[config.mk]
export PLATFORM = sky130hd
export DESIGN_NAME = axi_rd_arbiter_flat
export DESIGN_NICKNAME = d
export VERILOG_FILES = /design/src/rtl/axi_rd_arb_pkg.sv /design/src/rtl/axi_rd_arbiter_if.sv /design/src/rtl/axi_rd_arbiter_rr_arb2.sv /design/src/rtl/axi_rd_arbiter.sv /design/src/flat_wrapper.sv
export SDC_FILE = /design/constraint.sdc
export NUM_CORES = 1
export LEC_CHECK = 0
export BUFFER_PORTS_ARGS = -buffer_cell sky130_fd_sc_hd__buf_2
export CAP_MARGIN = 10
export CORE_MARGIN = 4
export CORE_UTILIZATION = 36
export DETAILED_ROUTE_END_ITERATION = 10
export MAX_ROUTING_LAYER = met4
export PLACE_DENSITY = 0.79
export SKIP_CTS_REPAIR_TIMING = 1
export SLEW_MARGIN = 40
export SYNTH_ARGS = -nofsm -noshare
export SYNTH_HDL_FRONTEND = slang
export SYNTH_SLANG_ARGS = --single-unit
[constraint.sdc]
create_clock -name clk -period 1.3 [get_ports clk]
set_input_delay 0.13 -clock clk [delete_from_list [all_inputs] [get_ports clk]]
set_output_delay 0.13 -clock clk [all_outputs]
set_load 0.03 [all_outputs]
[src/rtl/axi_rd_arb_pkg.sv]
// axi_rd_arb_pkg: shared FSM state type and fixed AXI encodings for the read arbiter
package axi_rd_arb_pkg;
  typedef enum logic [1:0] {IDLE, ADDR, DATA} state_t;
  localparam logic [2:0] ARSIZE_WORD  = 3'b010;
  localparam logic [1:0] ARBURST_INCR = 2'b01;
  localparam logic [1:0] RRESP_OKAY   = 2'b00;
endpackage

[src/rtl/axi_rd_arbiter_if.sv]
// axi_rd_arbiter_if: requester ports plus the shared AXI AR/R master port
interface axi_rd_arbiter_if #(
  parameter int ADDR_W = 32,
  parameter int DATA_W = 32,
  parameter int ID_W   = 4,
  parameter int LEN_W  = 4
);
  logic              req0_valid, req0_ready, rsp0_valid, rsp0_last, rsp0_ready;
  logic [ADDR_W-1:0] req0_addr;
  logic [LEN_W-1:0]  req0_len;
  logic [DATA_W-1:0] rsp0_data;
  logic              req1_valid, req1_ready, rsp1_valid, rsp1_last, rsp1_ready;
  logic [ADDR_W-1:0] req1_addr;
  logic [LEN_W-1:0]  req1_len;
  logic [DATA_W-1:0] rsp1_data;
  logic [ID_W-1:0]   ARID, RID;
  logic [ADDR_W-1:0] ARADDR;
  logic [LEN_W-1:0]  ARLEN;
  logic [2:0]        ARSIZE;
  logic [1:0]        ARBURST, RRESP;
  logic              ARVALID, ARREADY, RLAST, RVALID, RREADY, err;
  logic [DATA_W-1:0] RDATA;
  modport master (
    input  req0_valid, req0_addr, req0_len, rsp0_ready,
    input  req1_valid, req1_addr, req1_len, rsp1_ready,
    input  ARREADY, RID, RDATA, RRESP, RLAST, RVALID,
    output req0_ready, rsp0_valid, rsp0_data, rsp0_last,
    output req1_ready, rsp1_valid, rsp1_data, rsp1_last,
    output ARID, ARADDR, ARLEN, ARSIZE, ARBURST, ARVALID, RREADY, err
  );
  modport slave (
    output req0_valid, req0_addr, req0_len, rsp0_ready,
    output req1_valid, req1_addr, req1_len, rsp1_ready,
    output ARREADY, RID, RDATA, RRESP, RLAST, RVALID,
    input  req0_ready, rsp0_valid, rsp0_data, rsp0_last,
    input  req1_ready, rsp1_valid, rsp1_data, rsp1_last,
    input  ARID, ARADDR, ARLEN, ARSIZE, ARBURST, ARVALID, RREADY, err
  );
endinterface

[src/rtl/axi_rd_arbiter_rr_arb2.sv]
// rr_arb2: two-input round-robin grant; last-grant pointer resets to 1 so port 0 wins the first conflict
module rr_arb2 (
  input  logic       clk,
  input  logic       rst,
  input  logic [1:0] i_req,
  input  logic       i_en,
  output logic       o_valid,
  output logic       o_gnt
);
  logic r_last;
  always_comb begin
    o_valid = i_en && |i_req;
    o_gnt   = &i_req ? !r_last : i_req[1];
  end
  always_ff @(posedge clk)
    if (rst) r_last <= 1'b1;
    else if (o_valid) r_last <= o_gnt;
endmodule

[src/rtl/axi_rd_arbiter.sv]
// axi_rd_arbiter: shares one AXI read master between two cache refill ports, one burst in flight
module axi_rd_arbiter #(
  parameter int ADDR_W = 32,
  parameter int DATA_W = 32,
  parameter int ID_W   = 4,
  parameter int LEN_W  = 4,
  parameter logic [ID_W-1:0] ID0 = 4'd1,
  parameter logic [ID_W-1:0] ID1 = 4'd2
) (
  input logic clk,
  input logic rst,
  axi_rd_arbiter_if.master bus
);
  import axi_rd_arb_pkg::*;
  state_t            r_state, w_next;
  logic              r_port, r_err;
  logic [ID_W-1:0]   r_arid;
  logic [ADDR_W-1:0] r_araddr;
  logic [LEN_W-1:0]  r_arlen, r_cnt;
  logic              w_gnt_valid, w_gnt, w_ar_hs, w_beat, w_bad;
  rr_arb2 u_arb (
    .clk     (clk),
    .rst     (rst),
    .i_req   ({bus.req1_valid, bus.req0_valid}),
    .i_en    (r_state == IDLE),
    .o_valid (w_gnt_valid),
    .o_gnt   (w_gnt)
  );
  // A beat is bad on ID/response mismatch or when RLAST disagrees with the remaining-beat count
  assign w_bad = bus.RID != r_arid || bus.RRESP != RRESP_OKAY || (bus.RLAST != (r_cnt == '0));
  always_comb begin
    w_ar_hs        = r_state == ADDR && bus.ARREADY;
    bus.RREADY     = r_state == DATA && (r_port ? bus.rsp1_ready : bus.rsp0_ready);
    w_beat         = bus.RVALID && bus.RREADY;
    w_next         = (r_state == IDLE && w_gnt_valid) ? ADDR :
                     w_ar_hs                          ? DATA :
                     (w_beat && bus.RLAST)            ? IDLE : r_state;
    bus.ARVALID    = r_state == ADDR;
    bus.ARID       = r_arid;
    bus.ARADDR     = r_araddr;
    bus.ARLEN      = r_arlen;
    bus.ARSIZE     = ARSIZE_WORD;
    bus.ARBURST    = ARBURST_INCR;
    bus.req0_ready = w_ar_hs && !r_port;
    bus.req1_ready = w_ar_hs && r_port;
    bus.rsp0_valid = r_state == DATA && !r_port && bus.RVALID;
    bus.rsp1_valid = r_state == DATA && r_port && bus.RVALID;
    bus.rsp0_data  = bus.RDATA;
    bus.rsp1_data  = bus.RDATA;
    bus.rsp0_last  = bus.RLAST;
    bus.rsp1_last  = bus.RLAST;
    bus.err        = r_err;
  end
  always_ff @(posedge clk) begin
    if (rst) begin
      r_state  <= IDLE;
      r_port   <= 1'b0;
      r_err    <= 1'b0;
      r_arid   <= '0;
      r_araddr <= '0;
      r_arlen  <= '0;
      r_cnt    <= '0;
    end else begin
      r_state <= w_next;
      if (r_state == IDLE && w_gnt_valid) begin
        r_port   <= w_gnt;
        r_arid   <= w_gnt ? ID1 : ID0;
        r_araddr <= w_gnt ? bus.req1_addr : bus.req0_addr;
        r_arlen  <= w_gnt ? bus.req1_len : bus.req0_len;
      end
      if (w_ar_hs) r_cnt <= r_arlen;
      if (w_beat) begin
        r_cnt <= r_cnt - LEN_W'(1);
        r_err <= r_err | w_bad;
      end
    end
  end
endmodule
[src/flat_wrapper.sv]
// flat-port wrapper written by rule: the top's interface ports become plain ports
module axi_rd_arbiter_flat import axi_rd_arb_pkg::*;
#(
  parameter int ADDR_W = 32,
  parameter int DATA_W = 32,
  parameter int ID_W   = 4,
  parameter int LEN_W  = 4,
  parameter logic [ID_W-1:0] ID0 = 4'd1,
  parameter logic [ID_W-1:0] ID1 = 4'd2
)
  (clk, rst, bus_req0_valid, bus_req0_addr, bus_req0_len, bus_rsp0_ready, bus_req1_valid, bus_req1_addr, bus_req1_len, bus_rsp1_ready, bus_ARREADY, bus_RID, bus_RDATA, bus_RRESP, bus_RLAST, bus_RVALID, bus_req0_ready, bus_rsp0_valid, bus_rsp0_data, bus_rsp0_last, bus_req1_ready, bus_rsp1_valid, bus_rsp1_data, bus_rsp1_last, bus_ARID, bus_ARADDR, bus_ARLEN, bus_ARSIZE, bus_ARBURST, bus_ARVALID, bus_RREADY, bus_err);
  axi_rd_arbiter_if #(.ADDR_W(ADDR_W), .DATA_W(DATA_W), .ID_W(ID_W), .LEN_W(LEN_W)) bus_i ();
  input logic clk;
  input logic rst;
  input wire logic [$bits(bus_i.req0_valid)-1:0] bus_req0_valid;
  input wire logic [$bits(bus_i.req0_addr)-1:0] bus_req0_addr;
  input wire logic [$bits(bus_i.req0_len)-1:0] bus_req0_len;
  input wire logic [$bits(bus_i.rsp0_ready)-1:0] bus_rsp0_ready;
  input wire logic [$bits(bus_i.req1_valid)-1:0] bus_req1_valid;
  input wire logic [$bits(bus_i.req1_addr)-1:0] bus_req1_addr;
  input wire logic [$bits(bus_i.req1_len)-1:0] bus_req1_len;
  input wire logic [$bits(bus_i.rsp1_ready)-1:0] bus_rsp1_ready;
  input wire logic [$bits(bus_i.ARREADY)-1:0] bus_ARREADY;
  input wire logic [$bits(bus_i.RID)-1:0] bus_RID;
  input wire logic [$bits(bus_i.RDATA)-1:0] bus_RDATA;
  input wire logic [$bits(bus_i.RRESP)-1:0] bus_RRESP;
  input wire logic [$bits(bus_i.RLAST)-1:0] bus_RLAST;
  input wire logic [$bits(bus_i.RVALID)-1:0] bus_RVALID;
  output wire logic [$bits(bus_i.req0_ready)-1:0] bus_req0_ready;
  output wire logic [$bits(bus_i.rsp0_valid)-1:0] bus_rsp0_valid;
  output wire logic [$bits(bus_i.rsp0_data)-1:0] bus_rsp0_data;
  output wire logic [$bits(bus_i.rsp0_last)-1:0] bus_rsp0_last;
  output wire logic [$bits(bus_i.req1_ready)-1:0] bus_req1_ready;
  output wire logic [$bits(bus_i.rsp1_valid)-1:0] bus_rsp1_valid;
  output wire logic [$bits(bus_i.rsp1_data)-1:0] bus_rsp1_data;
  output wire logic [$bits(bus_i.rsp1_last)-1:0] bus_rsp1_last;
  output wire logic [$bits(bus_i.ARID)-1:0] bus_ARID;
  output wire logic [$bits(bus_i.ARADDR)-1:0] bus_ARADDR;
  output wire logic [$bits(bus_i.ARLEN)-1:0] bus_ARLEN;
  output wire logic [$bits(bus_i.ARSIZE)-1:0] bus_ARSIZE;
  output wire logic [$bits(bus_i.ARBURST)-1:0] bus_ARBURST;
  output wire logic [$bits(bus_i.ARVALID)-1:0] bus_ARVALID;
  output wire logic [$bits(bus_i.RREADY)-1:0] bus_RREADY;
  output wire logic [$bits(bus_i.err)-1:0] bus_err;
  assign bus_i.req0_valid = bus_req0_valid;
  assign bus_i.req0_addr = bus_req0_addr;
  assign bus_i.req0_len = bus_req0_len;
  assign bus_i.rsp0_ready = bus_rsp0_ready;
  assign bus_i.req1_valid = bus_req1_valid;
  assign bus_i.req1_addr = bus_req1_addr;
  assign bus_i.req1_len = bus_req1_len;
  assign bus_i.rsp1_ready = bus_rsp1_ready;
  assign bus_i.ARREADY = bus_ARREADY;
  assign bus_i.RID = bus_RID;
  assign bus_i.RDATA = bus_RDATA;
  assign bus_i.RRESP = bus_RRESP;
  assign bus_i.RLAST = bus_RLAST;
  assign bus_i.RVALID = bus_RVALID;
  assign bus_req0_ready = bus_i.req0_ready;
  assign bus_rsp0_valid = bus_i.rsp0_valid;
  assign bus_rsp0_data = bus_i.rsp0_data;
  assign bus_rsp0_last = bus_i.rsp0_last;
  assign bus_req1_ready = bus_i.req1_ready;
  assign bus_rsp1_valid = bus_i.rsp1_valid;
  assign bus_rsp1_data = bus_i.rsp1_data;
  assign bus_rsp1_last = bus_i.rsp1_last;
  assign bus_ARID = bus_i.ARID;
  assign bus_ARADDR = bus_i.ARADDR;
  assign bus_ARLEN = bus_i.ARLEN;
  assign bus_ARSIZE = bus_i.ARSIZE;
  assign bus_ARBURST = bus_i.ARBURST;
  assign bus_ARVALID = bus_i.ARVALID;
  assign bus_RREADY = bus_i.RREADY;
  assign bus_err = bus_i.err;
  axi_rd_arbiter #(.ADDR_W(ADDR_W), .DATA_W(DATA_W), .ID_W(ID_W), .LEN_W(LEN_W), .ID0(ID0), .ID1(ID1)) u_core (.clk(clk), .rst(rst), .bus(bus_i));
endmodule
# Word level (Yosys, flattened, before mapping)
# Index checks and enable logic that the tools add are counted.
[totals]
register_bits = 49
out_inout_bits = 118
elab_cells = 50
[classes]
n_addsub = 1
n_eq_ne = 4
n_mux = 10
bitwise_logic = 1
n_reduce_logical = 25
[op_table]
columns = ["cell", "count"]
rows = [
  ["$mux W32", 1],
  ["$logic_and A1 B1 Y1", 12],
  ["$mux W4", 3],
  ["$mux W2", 3],
  ["$reduce_bool A2 Y1", 3],
  ["$logic_not A4 Y1", 1],
  ["$ne A4 B4 Y1", 1],
  ["$reduce_or A2 Y1", 2],
  ["$sub A4 B1 Y4 const B", 1],
  ["$mux W1", 3],
  ["$reduce_bool A3 Y1", 1],
  ["$eq A2 B1 Y1 const B", 1],
  ["$eq A2 B2 Y1 const B", 1],
  ["$logic_not A1 Y1", 2],
  ["$logic_not A2 Y1", 1],
  ["$logic_or A1 B1 Y1", 2],
  ["$reduce_and A2 Y1", 1],
  ["$ne A1 B1 Y1", 1],
  ["$or A1 B1 Y1", 1],
]

# Longest topological paths before layout
# Gate-level depths: netlist of the first run.
[logic_depth]
ltp_word = 7
mapped_depth = 6
ltp_nobuf = 5

# Cells and area by module
# From an unflattened synthesis of the first run, not the netlist that was laid out.
[hier_totals]
cells_unflattened = 308
hier_area_um2 = 2877.8
[modules_own_cells]
columns = ["module", "instances", "cells_each", "area_per_inst_um2", "seq_area_each_um2"]
rows = [
  ["axi_rd_arbiter", 1, 302, 2820.2, 900.9],
  ["rr_arb2", 1, 6, 57.6, 20.0],
]

# Least setup slack after synthesis of the first run
# No wires, ideal clock.
[synth_timing]
path_type = "register to output"
from = "register u_core.r_port"
to = "output port bus_RREADY"
arrival_time_ns = 1.370
required_time_ns = 1.170
path_slack_ns = -0.200
stages_incl_launch_ff = 4
path_buffers = 1
cell_sequence = "dfxtp_1 buf_2 mux2i_1 nor3b_1"
[synth_between]
elab_chain_len = 2
[synth_rtl]
columns = ["element", "line", "source"]
rows = [
  ["start, declared", "axi_rd_arbiter.sv:16", "logic r_port, r_err;"],
  ["start signal, assigned", "axi_rd_arbiter.sv:66", "r_port <= w_gnt;"],
  ["$mux W1", "axi_rd_arbiter.sv:33", "bus.RREADY = r_state == DATA && (r_port ? bus.rsp1_ready : bus.rsp0_ready);"],
  ["$logic_and A1 B1 Y1", "axi_rd_arbiter.sv:33", ""],
  ["end, declared", "flat_wrapper.sv:43", "output wire logic [$bits(bus_i.RREADY)-1:0] bus_RREADY;"],
]
# Every way passes these cells.

# Worst setup path in the final report of the first run
[layout_timing]
from = "register u_core.r_state[1]"
to = "output port bus_req1_ready"
[layout_between]
elab_chain_len = 3
[layout_rtl]
columns = ["element", "line", "source"]
rows = [
  ["start, declared", "axi_rd_arbiter.sv:15", "state_t r_state, w_next;"],
  ["start signal, assigned", "axi_rd_arbiter.sv:64", "r_state <= w_next;"],
  ["$eq A2 B1 Y1", "axi_rd_arbiter.sv:32", "w_ar_hs = r_state == ADDR && bus.ARREADY;"],
  ["$logic_and A1 B1 Y1", "axi_rd_arbiter.sv:32", ""],
  ["$logic_and A1 B1 Y1", "axi_rd_arbiter.sv:45", "bus.req1_ready = w_ar_hs && r_port;"],
  ["end, declared", "flat_wrapper.sv:33", "output wire logic [$bits(bus_i.req1_ready)-1:0] bus_req1_ready;"],
]
# Every way passes these cells.

==> qor.txt, run 1 <==
Hold Crit Class: input pin to register
Area Overhead vs Synth: 26.8%
Top_reg_cell synth: dfxtp_1
Pin count of the biggest net entering global routing: 27
Pre-CTS WS: -125 ps
Avg Cell Area, Syn: 8.79 um^2
CTS Buf Count: 5
Io pins: 237
Leak: 0.00174 uW
Final worst slack: -193 ps
Clock Latency Late Sink: 300 ps
Starting density of the core: 0.374
Mapped cell area: 2900 um^2
Via count: 2695
Global route total overflow: 0
Final min period: 1490 ps
Detailed Place HPWL: 6090 um
CTS tree: done
Fin Setup TNS: -2760 ps
Fraction of layout cells with a size suffix above 1: 0.545
Synth unique cells: 49
Top Layer Used: met4
Ant diodes: 0
Biggest area consumer among synthesized cells: dfxtp_1
Worst R2R Setup Slack: -130 ps
Final Max Slew Viols: 0
Initial DRC count: 129
Initial antenna violation count: 0
Max Root-Sink Buffers: 2
Worst Path Arrival: 1360 ps
Nets: 537
Ys Warns: 0
Final Cycle Share: 1.15
Post-route core utilization: 0.474
# fillers: 762
Startpoint types: register
Met1 wire length: 3350 um
Die X: 97.8 um
DR WL met2: 4430 um
Max-Cap Viols: 0
First-pass GRT wire length: 12400 um
Final Hold Fails: 0
Max Fanout on Critical Path: 5
H-tree depth: 2
Pre-antenna DRT Iters: 4
Clock edge transition at the registers on the reported setup and hold paths: 90 ps
Core Area: 7770 um^2
Final Wtd Congestion: 0.858
Crit end category: output port
Vias per Instance: 5.18
Endpoints failing setup: 32
Post-synth ARST share: 0
Count leader, synth: buf_4
Data required time of the critical path: 1170 ps
Seq/Total Area, Yosys: 0.317
# rows: 32
ANT nets after route: 0
Port Buffer Count: 133
DIE AREA: 9560 um^2
Crit path kind: register to output port
Fmax: 0.670 GHz
Synth top area share: 0.317
#FFs+latches synth: 46
PwrDens: 1080 nW/um^2
DRT Wirelength: 8590 um
Worst clock skew: 5.11 ps
GRT Resource Usage Total: 0.160
Area contributors post-synth: dfxtp_1 32%, buf_4 19%, a221o_1 8.3%, nor3_2 6.9%, a31oi_1 3.2%
Vias in the first global route: 2543
FF+latch area: 935 um^2
Syn Inst Count: 330
Clk sinks: 46
Worst VDD drop: 0.438 mV
Die height: 97.8 um
Failing checks: setup timing
WL/cell: 16.5 um
Post-synth EDFFs: 0
Most instantiated cells after synthesis: 75 x buf_4, 46 x dfxtp_1, 25 x inv_1, 24 x a221o_1, 20 x nor3_2
Drc violations: 0
Met3 routed WL: 550 um
Status: finished with violations
CTS root buffer: clkbuf_8
Multi-input logic area: 1270 um^2
RSZ-0062 raised after global routing: true
==> through the flow <==
step / instances / cell area, um^2 / hold slack, ps / total power, uW
after CTS: 504 / 3370 / 43.3 / 3820
after global placement: 496 / 3280 / 260 / 2890
after detailed placement: 496 / 3280 / 260 / 2910
final: 520 / 3680 / 52.9 / 3980
after global routing: 520 / 3680 / 43.3 / 4160
after floorplan: 335 / 2950 / 209 / 2840
==> flip-flops by register name (all words and copies together), names as in the netlist <==
register             cells
u_core.u_arb.r_last      1
u_core.bus.ARADDR       32
u_core.bus.err           1
u_core.bus.ARLEN         4
u_core.r_port            1
u_core.r_state           2
u_core.r_cnt             4
u_core.bus.ARID          1
==> cell usage in the layout (no fill, tap or decap), types with 7 or more instances in the layout <==
master	count
nand4_1	13
buf_2	127
buf_6	12
o21ai_0	12
conb_1	7
buf_4	27
inv_1	25
a31oi_1	15
a221o_1	24
dfxtp_1	41
nor3_2	22
nand3_1	14
==> critical path: stages, from the launching register on <==
cell	delay, ps
dfxtp_4	370
buf_6	110
and3b_2	300
and2_4	160
buf_6	120
==> metal layers <==
layer / up-vias / GRT usage
met2: 90 / 0.277
met3: 45 / 0.0364
li1: 1275 / -
met5: - / -
met4: 0 / 0.0756
met1: 1285 / 0.174
==> where the power goes <==
part,switching (uW),internal (uW),leakage [uW],total (uW)
combinational,812,608,0.00131,1420
clock,491,430,0.0000482,921
sequential,92.4,1550,0.000381,1640
==> worst paths after layout <==
path                         startpoint               endpoint  depth (start not counted)
setup / recovery      u_core.r_state[1]         bus_req1_ready                          4
hold / removal        bus_req0_addr[19]  u_core.bus.ARADDR[19]                          2
setup reg to reg      u_core.r_state[1]        u_core.r_cnt[2]                          6
hold reg to reg   u_core.bus.ARADDR[27]  u_core.bus.ARADDR[27]                          1
==> cell type report <==
| type | count | share of cell area |
|---|---|---|
| Inverter | 25 | 0.0255 |
| Timing Repair Buffer | 175 | 0.315 |
| Clock buffer | 7 | 0.0235 |
| Clock inverter | 1 | 0.00136 |
| Tap cell | 102 | 0.0347 |
| Sequential cell | 46 | 0.254 |
| Multi-Input combinational cell | 164 | 0.346 |
==> kinds of logic after synthesis <==
| logic type | count (synthesis) | share of synthesized area |
|---|---|---|
| buf+inv | 125 | 0.278 |
| simple gates | 78 | 0.189 |
| compound gates | 73 | 0.192 |
| flops | 46 | 0.317 |
| xor+xnor | 3 | 0.00906 |
| other cells | 2 | 0.00259 |
| mux | 2 | 0.00733 |
| fa+ha+maj | 1 | 0.00431 |
No activity file was read; power rests on OpenSTA's default activity.
==> run 2: changes to the inputs <==
Settings changed: CELL_PAD_IN_SITES_DETAIL_PLACEMENT set to 0, CELL_PAD_IN_SITES_GLOBAL_PLACEMENT set to 1, CORE_UTILIZATION 36 to 24.
==> qor.txt, run 2 (synthesis gave the netlist of run 1 again) <==
Final Wtd Congestion: 0.744 (-13%)
Pre-CTS WS: -126 ps (-1.64 ps)
Vias per Instance: 4.73 (-8.8%)
Max Root-Sink Buffers: 2 (unchanged)
Data required time of the critical path: 1170 ps (about the same)
Worst clock skew: 8.89 ps (+3.78 ps)
Power Total: 4280 uW (+7.4%)
ANT nets after route: 0 (unchanged)
Starting density of the core: 0.250 (-0.124)
Critical path cell sequence: buf_6 -> nand3b_1 -> nor2_1 -> buf_4
CTS Buf Count: 5 (unchanged)
Clock Latency Late Sink: 290 ps (about the same)
Vias in the first global route: 2615 (+2.8%)
DRT Wirelength: 8640 um (+0.65%)
Port Buffer Count: 133 (unchanged)
Clock edge transition at the registers on the reported setup and hold paths: 60 ps (-30 ps)
Die X: 118 um (+21%)
Max-Cap Viols: 0 (unchanged)
DIE AREA: 13900 um^2 (+46%)
Ant diodes: 0 (unchanged)
Final Hold Fails: 0 (unchanged)
Critical Path Max Stage Delay: 370 ps (about the same)
Failing checks: setup timing
Global route total overflow: 0 (unchanged)
Worst VDD drop: 0.541 mV (+23%)
Max reg flops: 32 (unchanged)
Fmax: 0.703 GHz (+5.0%)
Worst Path Arrival: 1290 ps (-70 ps)
Pre-antenna DRT Iters: 4 (unchanged)
Post-route core utilization: 0.313 (-0.161)
Initial DRC count: 111 (-14%)
FF+latch area: 935 um^2 (unchanged)
Startpoint types: register
Core Area: 11600 um^2 (+50%)
Final Max Slew Viols: 0 (unchanged)
Multi-input logic area: 1230 um^2 (-3.0%)
Commonest cells after routing, fill and taps aside: 127 x buf_2, 41 x dfxtp_1, 30 x buf_4
Status: finished with violations
WP buf/inv: 2 (unchanged)
H-tree depth: 2 (unchanged)
First-pass GRT wire length: 13300 um (+6.9%)
Commonest non-fill, non-tap cell in the layout: buf_2
Fraction of layout cells with a size suffix above 1: 0.526 (-0.0199)
Initial antenna violation count: 0 (unchanged)
Leak: 0.00170 uW (-2.7%)
Slowest-stage cell, CP: dfxtp_4
Crit end category: output port
Io pins: 237 (unchanged)
Worst R2R Setup Slack: -70 ps (+60 ps)
CTS tree: done
RSZ-0062 raised after global routing: true
# fillers: 1221 (+60%)
Crit path kind: register to output port
Area Overhead vs Synth: 25.3%
# rows: 39 (+22%)
WL/cell: 15.6 um (-5.5%)
Nets: 530 (-1.3%)
Final worst slack: -123 ps (+70.7 ps)
Final min period: 1420 ps (-70.7 ps)
Max Fanout on Critical Path: 7 (+2)
PwrDens: 1180 nW/um^2 (+8.7%)
Clk sinks: 46 (unchanged)
GRT Resource Usage Total: 0.117 (-0.0434)
Hold Crit Class: input pin to register
CP top delay family: flip-flops
Detailed Place HPWL: 6310 um (+3.6%)
Via count: 2618 (-2.9%)
Final Cycle Share: 1.09 (-0.0544)
CTS root buffer: clkbuf_16
Die height: 118 um (+21%)
Drc violations: 0 (unchanged)
Endpoints failing setup: 28 (-13%)
Pin count of the biggest net entering global routing: 33 (+22%)
run 2: worst reg2reg max path, cell delays in order (launching register included):
cell	delay [ps]
dfxtp_4	370
buf_4	120
nor2_4	40
and4b_1	200
buf_12	160
a221o_1	360
run 2: area by class of cell:
class / count / share of cell area
Clock inverter: 2 / 0.00344
Inverter: 25 / 0.0258
Timing Repair Buffer: 168 / 0.287
Tap cell: 143 / 0.0492
Clock buffer: 6 / 0.0382
Multi-Input combinational cell: 164 / 0.339
Sequential cell: 46 / 0.257
run 2: final timing paths:
check | from | end | cells past startpoint
setup / recovery | u_core.r_state[0] | bus_req0_ready | 4
setup reg to reg | u_core.r_state[0] | u_core.bus.ARADDR[12] | 5
hold reg to reg | u_core.bus.ARADDR[3] | u_core.bus.ARADDR[3] | 1
hold / removal | bus_req0_addr[3] | u_core.bus.ARADDR[3] | 2
run 2: per-layer routing:
metal | track usage | vias up | part of all wire
li1 | - | 1262 | -
met1 | 0.129 | 1231 | 0.39
met2 | 0.205 | 96 | 0.53
met3 | 0.0240 | 29 | 0.058
met4 | 0.0484 | 0 | 0.025
met5 | - | - | 0
run 2: power breakdown:
| group | switching, uW | internal, uW | total [uW] | leakage, uW |
|---|---|---|---|---|
| Sequential | 92.3 | 1550 | 1640 | 0.000381 |
| Combinational | 784 | 542 | 1330 | 0.00124 |
| Clock | 548 | 762 | 1310 | 0.0000729 |
run 2: through the flow:
stage	hold WS (ps)	instance area [um^2]	instances	TNS, ps
after floorplan	209	2950	335	-832
after global placement	260	3270	532	-1880
after detailed placement	260	3270	532	-2970
after CTS	59.6	3420	540	-4700
after global routing	59.6	3630	554	-2950
final	67.4	3630	554	-1610
==> run 3: changes to the inputs <==
Settings changed: SETUP_SLACK_MARGIN set to 0.15.
==> qor.txt, run 3 (synthesis gave the netlist of run 1 again) <==
Status: finished with violations
Failing checks: setup timing
CTS root buffer: clkbuf_16
Fmax: 0.664 GHz (-5.5%)
Crit end category: output port
Final min period: 1510 ps (+83.2 ps)
Pre-antenna DRT Iters: 4 (unchanged)
Clock Latency Late Sink: 290 ps (about the same)
Initial antenna violation count: 0 (unchanged)
RSZ-0062 raised after global routing: true
Pin count of the biggest net entering global routing: 25 (-24%)
Max Fanout on Critical Path: 5 (-2)
CTS Buf Count: 5 (unchanged)
# rows: 39 (unchanged)
Via count: 2643 (+0.95%)
Core Area: 11600 um^2 (unchanged)
Global route total overflow: 0 (unchanged)
Initial DRC count: 136 (+23%)
DRT Wirelength: 8820 um (+2.0%)
Worst reg2reg endpoint: u_core.bus.ARADDR[11]
Max reg flops: 32 (unchanged)
Detailed Place HPWL: 6570 um (+4.0%)
Io pins: 237 (unchanged)
Starting density of the core: 0.250 (unchanged)
Port Buffer Count: 133 (unchanged)
Fraction of layout cells with a size suffix above 1: 0.582 (+0.0562)
Fin area: 3960 um^2 (+8.9%)
Cells on Worst Hold Path: 2 (unchanged)
Commonest cells after routing, fill and taps aside: 126 x buf_2, 40 x dfxtp_1, 25 x inv_1
GRT Resource Usage Total: 0.119 (+0.00246)
Worst Hold Path EP: u_core.bus.ARLEN[1]
Final worst slack: -206 ps (-83.2 ps)
Worst clock skew: 6.27 ps (-2.62 ps)
Startpoint types: register
Worst Path Arrival: 1380 ps (+90 ps)
Post-Place Cells: 536 (+0.75%)
Reg-to-Reg Start: u_core.r_state[1]
Commonest non-fill, non-tap cell in the layout: buf_2
Post-route core utilization: 0.341 (+0.0278)
PwrDens: 1230 nW/um^2 (+4.6%)
CTS tree: done
Final Hold Fails: 0 (unchanged)
Clk sinks: 46 (unchanged)
Post-placement cell area: 3330 um^2 (+1.7%)
Final Wtd Congestion: 0.830 (+11%)
FF-to-FF path depth: 7 (+2)
H-tree depth: 2 (unchanged)
Ant diodes: 0 (unchanged)
Nets: 535 (+0.94%)
Vias per Instance: 4.73 (about the same)
Leak: 0.00181 uW (+6.9%)
Crit path kind: register to output port
# fillers: 1206 (-1.2%)
Hold Crit Class: input pin to register
ANT nets after route: 0 (unchanged)
Hold Path Origin: bus_req0_len[1]
Drc violations: 0 (unchanged)
Final Max Slew Viols: 0 (unchanged)
Vias in the first global route: 2705 (+3.4%)
First-pass GRT wire length: 13500 um (+1.5%)
Final Cycle Share: 1.16 (+0.0640)
Max Root-Sink Buffers: 2 (unchanged)
Max-Cap Viols: 0 (unchanged)
Worst R2R Setup Slack: -180 ps (-110 ps)
Clock edge transition at the registers on the reported setup and hold paths: 70 ps (about the same)
Final Non-Filler Cells: 559 (+0.90%)
WL/cell: 15.8 um (+1.1%)
Area Overhead vs Synth: 36.4%
Worst VDD drop: 0.790 mV (+46%)
DIE AREA: 13900 um^2 (unchanged)
Endpoints failing setup: 47 (+68%)
Die height: 118 um (unchanged)
Die X: 118 um (unchanged)
Data required time of the critical path: 1170 ps (about the same)
[run 3: how the worst max path moves through the flow]
stage | start | endpoint | slack, ps | cells past startpoint
2_1_floorplan | u_core.r_state[1] | u_core.bus.ARADDR[11] | -30 | 6
3_5_place_dp | u_core.r_state[0] | u_core.bus.ARLEN[0] | -70 | 4
4_1_cts | u_core.r_state[1] | bus_req0_ready | -300 | 4
3_3_place_gp | u_core.r_state[0] | u_core.bus.ARLEN[0] | -40 | 4
6_report | u_core.r_state[1] | bus_rsp1_valid | -210 | 5
5_1_grt | u_core.r_state[1] | bus_req0_ready | -280 | 4
[run 3: power by group]
group	leakage (uW)	internal, uW	switching (uW)
combinational	0.00134	665	850
clock	0.0000971	1150	549
sequential	0.000381	1550	101
total	0.00181	3370	1500
[run 3: area by class of cell]
type / count / area (um^2) / share of cell area
multi-input cells: 164 / 1370 / 0.346
repair buffers: 173 / 1180 / 0.299
flip-flops and latches: 46 / 936 / 0.236
well taps: 143 / 179 / 0.0452
clock buffers: 6 / 139 / 0.0351
inverters: 25 / 93.8 / 0.0237
clock inverters: 2 / 60.1 / 0.0152
[run 3: metal layers]
layer | part of all wire | global-route usage | vias to the layer above
met4 | 0.022 | 0.0520 | 0
li1 | - | - | 1275
met5 | 0 | - | -
met2 | 0.54 | 0.210 | 84
met1 | 0.38 | 0.129 | 1263
met3 | 0.059 | 0.0264 | 21
[run 3: per-stage QoR]
step	TNS (ps)	hold WS (ps)	setup WS, ps	total power [uW]
2_1_floorplan	-674	209	-33.7	2880
6_report	-5730	68.7	-206	4870
3_5_place_dp	-544	260	-69.1	2930
4_1_cts	-2180	61.4	-303	4650
5_1_grt	-7980	65.8	-280	5070
3_3_place_gp	-108	260	-43.4	2910
[run 3: critical path, cell delays in order, from the launching register on]
cell	delay [ps]
dfxtp_4	350
buf_6	110
buf_4	130
and3b_2	220
and2_4	150
buf_6	130
